--- config.mk ---
export PLATFORM = sky130hd
export DESIGN_NAME = demux_scan_ctrl
export DESIGN_NICKNAME = d
export VERILOG_FILES = /design/src/rtl/demux_scan_pkg.sv /design/src/rtl/demux_dwell_timer.sv /design/src/rtl/demux_scan_ctrl.sv
export SDC_FILE = /design/constraint.sdc
export NUM_CORES = 1
export LEC_CHECK = 0
export BUFFER_PORTS_ARGS = -buffer_cell sky130_fd_sc_hd__buf_2
export CAP_MARGIN = 40
export CORE_AREA = 2 2 58 60
export CTS_CLUSTER_DIAMETER = 50
export CTS_CLUSTER_SIZE = 20
export DETAILED_ROUTE_END_ITERATION = 16
export DIE_AREA = 0 0 60 62
export SYNTH_ARGS = -nofsm -noshare
export SYNTH_HDL_FRONTEND = slang
export SYNTH_HIERARCHICAL = 1
export SYNTH_SLANG_ARGS = --single-unit
--- constraint.sdc ---
create_clock -name clk -period 2.5 [get_ports clk]
set_clock_uncertainty 0.1 [all_clocks]
set_input_delay 0.5 -clock clk [delete_from_list [all_inputs] [get_ports clk]]
set_output_delay 0.5 -clock clk [all_outputs]
set_load 0.005 [all_outputs]
--- src/rtl/demux_scan_pkg.sv ---
// Shared types and constants for the demux scan sequencer.
// Latency: n/a (declarations only).
// Backpressure: n/a.
package demux_scan_pkg;

  localparam int CHAN_W   = 3;
  localparam int NUM_CHAN = 8;
  localparam int CNT_W    = 4;

  typedef enum logic [1:0] {
    IDLE  = 2'd0,
    DRIVE = 2'd1,
    GAP   = 2'd2,
    DONE  = 2'd3
  } state_e;

endpackage

--- src/rtl/demux_dwell_timer.sv ---
// Loadable down-counter that times how long one channel is driven.
// Latency: load/decrement take effect on the next rising edge; zero flag is combinational from the count.
// Backpressure: none; saturates at zero when decremented with nothing left.
module demux_dwell_timer
  import demux_scan_pkg::*;
(
  input  logic             clk,
  input  logic             rst_n,
  input  logic             load_i,
  input  logic [CNT_W-1:0] load_val_i,
  input  logic             dec_i,
  output logic             zero_o
);

  logic [CNT_W-1:0] cnt_q;
  logic [CNT_W-1:0] cnt_d;

  // Load wins over decrement; never wrap below zero.
  always_comb begin
    cnt_d = cnt_q;
    if (load_i) begin
      cnt_d = load_val_i;
    end else if (dec_i && (cnt_q != '0)) begin
      cnt_d = cnt_q - 1'b1;
    end
  end

  // Count register.
  always_ff @(posedge clk or negedge rst_n) begin
    if (!rst_n) begin
      cnt_q <= '0;
    end else begin
      cnt_q <= cnt_d;
    end
  end

  assign zero_o = (cnt_q == '0);

endmodule

--- src/rtl/demux_scan_ctrl.sv ---
// Sequences one data bit onto a 1-to-8 demux, single channel or round-robin scan, with a blanking gap between channels.
// Latency: first channel driven the cycle after start is sampled; all outputs registered.
// Backpressure: start is only accepted in IDLE and is dropped (not queued) otherwise; abort ends an operation next edge.
module demux_scan_ctrl
  import demux_scan_pkg::*;
#(
  parameter int unsigned DWELL = 4
) (
  input  logic              clk,
  input  logic              rst_n,
  input  logic              start,
  input  logic              mode,
  input  logic [CHAN_W-1:0] addr,
  input  logic              data_in,
  input  logic              abort,
  output logic              I,
  output logic              S1,
  output logic              S2,
  output logic              S3,
  output logic [CHAN_W-1:0] chan,
  output logic              busy,
  output logic              done
);

  localparam logic [CNT_W-1:0]  DWELL_M1   = CNT_W'(DWELL - 1);
  localparam logic [CHAN_W-1:0] LAST_VISIT = CHAN_W'(NUM_CHAN - 1);

  state_e            state_q;
  logic              mode_q;
  logic              data_q;
  logic [CHAN_W-1:0] chan_q;
  logic [CHAN_W-1:0] visit_q;
  logic              i_q;
  logic              busy_q;
  logic              done_q;

  logic tmr_load;
  logic tmr_dec;
  logic tmr_zero;

  // Reload the dwell count when an operation launches and on every gap cycle.
  assign tmr_load = ((state_q == IDLE) && start) || ((state_q == GAP) && !abort);
  assign tmr_dec  = (state_q == DRIVE);

  demux_dwell_timer u_timer (
    .clk        (clk),
    .rst_n      (rst_n),
    .load_i     (tmr_load),
    .load_val_i (DWELL_M1),
    .dec_i      (tmr_dec),
    .zero_o     (tmr_zero)
  );

  // Sequencer FSM with registered outputs. The channel only advances on the
  // edge into GAP, where I is forced low, so selects never move under data.
  always_ff @(posedge clk or negedge rst_n) begin
    if (!rst_n) begin
      state_q <= IDLE;
      mode_q  <= 1'b0;
      data_q  <= 1'b0;
      chan_q  <= '0;
      visit_q <= '0;
      i_q     <= 1'b0;
      busy_q  <= 1'b0;
      done_q  <= 1'b0;
    end else begin
      i_q    <= 1'b0;
      busy_q <= 1'b0;
      done_q <= 1'b0;
      unique case (state_q)
        IDLE: begin
          if (start) begin
            mode_q  <= mode;
            data_q  <= data_in;
            chan_q  <= addr;
            visit_q <= '0;
            i_q     <= data_in;
            busy_q  <= 1'b1;
            state_q <= DRIVE;
          end
        end
        DRIVE: begin
          if (abort) begin
            done_q  <= 1'b1;
            state_q <= DONE;
          end else if (tmr_zero) begin
            if (mode_q || (visit_q == LAST_VISIT)) begin
              done_q  <= 1'b1;
              state_q <= DONE;
            end else begin
              chan_q  <= chan_q + 1'b1;
              visit_q <= visit_q + 1'b1;
              busy_q  <= 1'b1;
              state_q <= GAP;
            end
          end else begin
            i_q    <= data_q;
            busy_q <= 1'b1;
          end
        end
        GAP: begin
          if (abort) begin
            done_q  <= 1'b1;
            state_q <= DONE;
          end else begin
            i_q     <= data_q;
            busy_q  <= 1'b1;
            state_q <= DRIVE;
          end
        end
        DONE: begin
          state_q <= IDLE;
        end
        default: begin
          state_q <= IDLE;
        end
      endcase
    end
  end

  assign I    = i_q;
  assign S1   = chan_q[0];
  assign S2   = chan_q[1];
  assign S3   = chan_q[2];
  assign chan = chan_q;
  assign busy = busy_q;
  assign done = done_q;

endmodule

==> metrics.log <==
INFO  metric setup_viol = 0
INFO  metric ir_drop = 0.615 mV
INFO  metric timing.fmax = 0.448 GHz
INFO  metric setup_tns = 0 ps
INFO  metric yosys-top-cells-area = dfrtp_1 (36%), ha_1 (8.5%), nand2_1 (3.5%)
INFO  metric cap_violations = 0
INFO  metric final_cell_count_no_fill = 189
INFO  metric antenna_found_initial = 0
INFO  metric synth_largest_area_cell = dfrtp_1
INFO  metric detailroute.via_count = 990
INFO  metric post_cts_resize_count = 0
INFO  metric worst_path_max_delay_cell = or4b_1
INFO  metric avgRoutedWirePerCell = 12.2 um
INFO  metric design.die.area = 3720 um2
INFO  metric starting_density_of_the_core = 0.369
INFO  metric later_pin_clock_latency_in_the_skew_report = 290 ps
INFO  metric synth_cell_type_count = 48
INFO  metric multi_input_comb_area = 662 um2
INFO  metric drt_iter0_markers = 18
INFO  metric numPlacedInstances = 185
INFO  metric fp.dieW = 60 um
INFO  metric drive_gt1_frac = 0.259
INFO  metric crit_path_start_kind = flip-flop
INFO  metric tritoncts = yes
INFO  metric setup.worst_path.end_class = flip-flop
INFO  metric syn_to_final_growth = 12.7%
INFO  metric hold_buf_count_cts = 0
INFO  metric global_route.usage.total = 0.141
INFO  metric layout_worst_path_cycle_share = 0.892
INFO  metric grt_pass1_wl = 3.95 mm
INFO  metric synthCells = 125
INFO  metric via_count_of_the_first_global_routing_pass = 890
INFO  metric total_drc_errors_in_the_routed_layout = 0
INFO  metric clock-root-buffer = clkbuf_4
INFO  metric detail-route-antenna-nets = 0
INFO  metric synth_largest_type_area_fraction = 0.363
INFO  metric worst-setup-path-type = flip-flop to flip-flop
INFO  metric drt_pre_antenna_iters = 4
INFO  metric pwr_density_cell = 1100 nW/um2
INFO  metric grt_start_max_net_pins = 20
INFO  metric worstPathArrival = 2320 ps
INFO  metric place_congestion = 0.838
INFO  metric globalRouteOverflowTotal = 0
INFO  metric yosys_warnings = 6
INFO  metric layout_min_cycle_time = 2230 ps
INFO  metric relSlewSlack = 0.498
INFO  metric clock_tree.buffer_depth = 2
INFO  metric cts_sinks = 17
INFO  metric final.fill_count = 315
INFO  metric timing.hold.worst.class = input port to asynchronous set/reset pin
INFO  metric critPathMaxFanout = 5
INFO  metric tritoncts.num_buffers = 3
INFO  metric grt_setup_unrepaired = false
INFO  metric cp_required = 2590 ps
INFO  metric critPathTopFamily = compound AO/OA/AOI/OAI gates
INFO  metric hold_violations = 0
INFO  metric design_power_total = 1.46 mW
INFO  metric route.detailed.vias_per_inst = 5.24
INFO  metric postSynthRegisterBits = 17
INFO  metric drt-total-wl = 2.30 mm
INFO  metric ys_seq_area_frac = 0.363
INFO  metric dieHeight = 62 um
INFO  metric cpMostUsedCell = ha_1
INFO  metric run_status = finished, final reports clean
INFO  metric p_leak = 0.630 nW
INFO  metric critPathMaxStageDelay = 580 ps
INFO  metric postCtsSetupBuffers = 0
INFO  metric post_synthesis_area_per_instance = 9.38 um2
INFO  metric num_io_pins = 18
INFO  metric antenna_cells_inserted = 0
INFO  metric cp_cell_sequence = ha_1, ha_1, or4b_1, o31a_1, a211o_1
INFO  metric layout.area.seq = 425 um2
INFO  metric final-max-slew-violation-count = 0
INFO  metric syn-cell-area = 1170 um2
INFO  metric place_hpwl = 1.75 mm
INFO  metric fp-row-count = 21
INFO  metric port_buffers = 17
INFO  metric path_clk_slew = 120 ps
INFO  metric worstPathBufferInverterCount = 0
INFO  metric worstMarginPinSlew = 746 ps
INFO  metric htree_levels = 1
INFO  metric final_nets = 161
INFO  metric floorplan.core_area = 3180 um2
## synthesized netlist by cell type (all sizes together)
library cell,number
a211o,2
a21boi,1
a21o,1
a21oi,4
a221o,1
a311o,1
a31oi,1
and2b,1
and4b,1
buf,7
clkbuf,3
conb,2
dfrtp,17
ha,8
inv,7
mux2,2
nand2,11
nand2b,3
nand3,8
nand3b,1
nand4,1
nand4b,1
nor2,4
nor2b,2
nor3,4
nor3b,3
nor4,1
nor4b,3
o211a,1
o211ai,2
o21a,2
o21ai,7
o21ba,1
o21bai,1
o2bb2ai,1
o31a,3
o32a,1
or2,1
or2b,1
or3b,1
or4,1
or4b,1
## metrics by stage
stage | instance area [um2] | worst slack (ps) | hold slack [ps] | utilization
6_report | 1320 | 269 | 18.7 | 0.416
5_1_grt | 1320 | 163 | 31.1 | 0.416
4_1_cts | 1320 | 264 | 23.9 | 0.416
3_5_place_dp | 1290 | 274 | 361 | 0.407
3_3_place_gp | 1290 | 319 | 357 | 0.407
2_1_floorplan | 1180 | 183 | 104 | -
## worst paths after layout
| path | startpoint | end | slack [ps] | depth (start not counted) |
|---|---|---|---|---|
| setup / recovery | visit_q[0]$_DFFE_PN0P_ | chan[2]$_DFFE_PN0P_ | 270 | 5 |
| max in group asynchronous | rst_n | u_timer/cnt_q[0]$_DFFE_PN0P_ | 1990 | 1 |
| hold / removal | rst_n | u_timer/cnt_q[3]$_DFFE_PN0P_ | 20 | 1 |
| hold reg to reg | data_q$_DFFE_PN0P_ | data_q$_DFFE_PN0P_ | 390 | 2 |
| setup reg to reg | visit_q[0]$_DFFE_PN0P_ | chan[2]$_DFFE_PN0P_ | 270 | 5 |
| min in group clk | mode | mode_q$_DFFE_PN0P_ | 350 | 2 |
## where the power goes
part           leakage, nW  switching (mW)  internal, mW
Combinational        0.396           0.393         0.405
Clock               0.0177          0.0942        0.0594
Sequential           0.216           0.112         0.393
## sequential cells by signal, indices dropped and copies added (netlist names)
name and cells:
u_timer/cnt_q 4, chan 3, visit_q 3, state_q 2
I 1, busy 1, data_q 1, done 1
mode_q 1
## layout make-up
| type | instances | area share |
|---|---|---|
| sequential | 17 | 0.322 |
| inverter | 7 | 0.0199 |
| clock inverter | 1 | 0.00379 |
| clock buffer | 3 | 0.0170 |
| tap | 46 | 0.0436 |
| timing repair buffer | 22 | 0.0928 |
| multi-input combinational | 93 | 0.501 |
## cell usage in the layout (no fill, tap or decap), drive strengths merged, types with 2 or more instances in the layout
cell    netlist  layout
a211o         2       2
a21oi         4       4
buf           7      22
clkbuf        3       3
conb          2       4
dfrtp        17      17
ha            8       8
inv           7       7
mux2          2       2
nand2        11      11
nand2b        3       3
nand3         8       8
nor2          4       4
nor2b         2       2
nor3          4       4
nor3b         3       3
nor4b         3       3
o211ai        2       2
o21a          2       2
o21ai         7       7
o31a          3       3
## per-layer routing
layer	global-route usage	vias up	routed length (um)
met2	0.247	14	1150
met3	0.0248	2	46
li1	-	484	-
met1	0.179	490	1080
met4	0.0381	0	23
met5	0	-	0
## cell families (layout without fill, tap and decap cells)
family | count (synthesis) | in the layout | share of synthesized area
AOI/OAI and AO/OA | 30 | 30 | 0.190
adders and majority gates | 8 | 8 | 0.0854
buffers and inverters | 17 | 33 | 0.0790
DFF | 17 | 17 | 0.363
muxes | 2 | 2 | 0.0192
other | 2 | 4 | 0.00641
and+or+nand+nor | 49 | 49 | 0.257
Note: power is estimated with default switching activity, not from simulation.
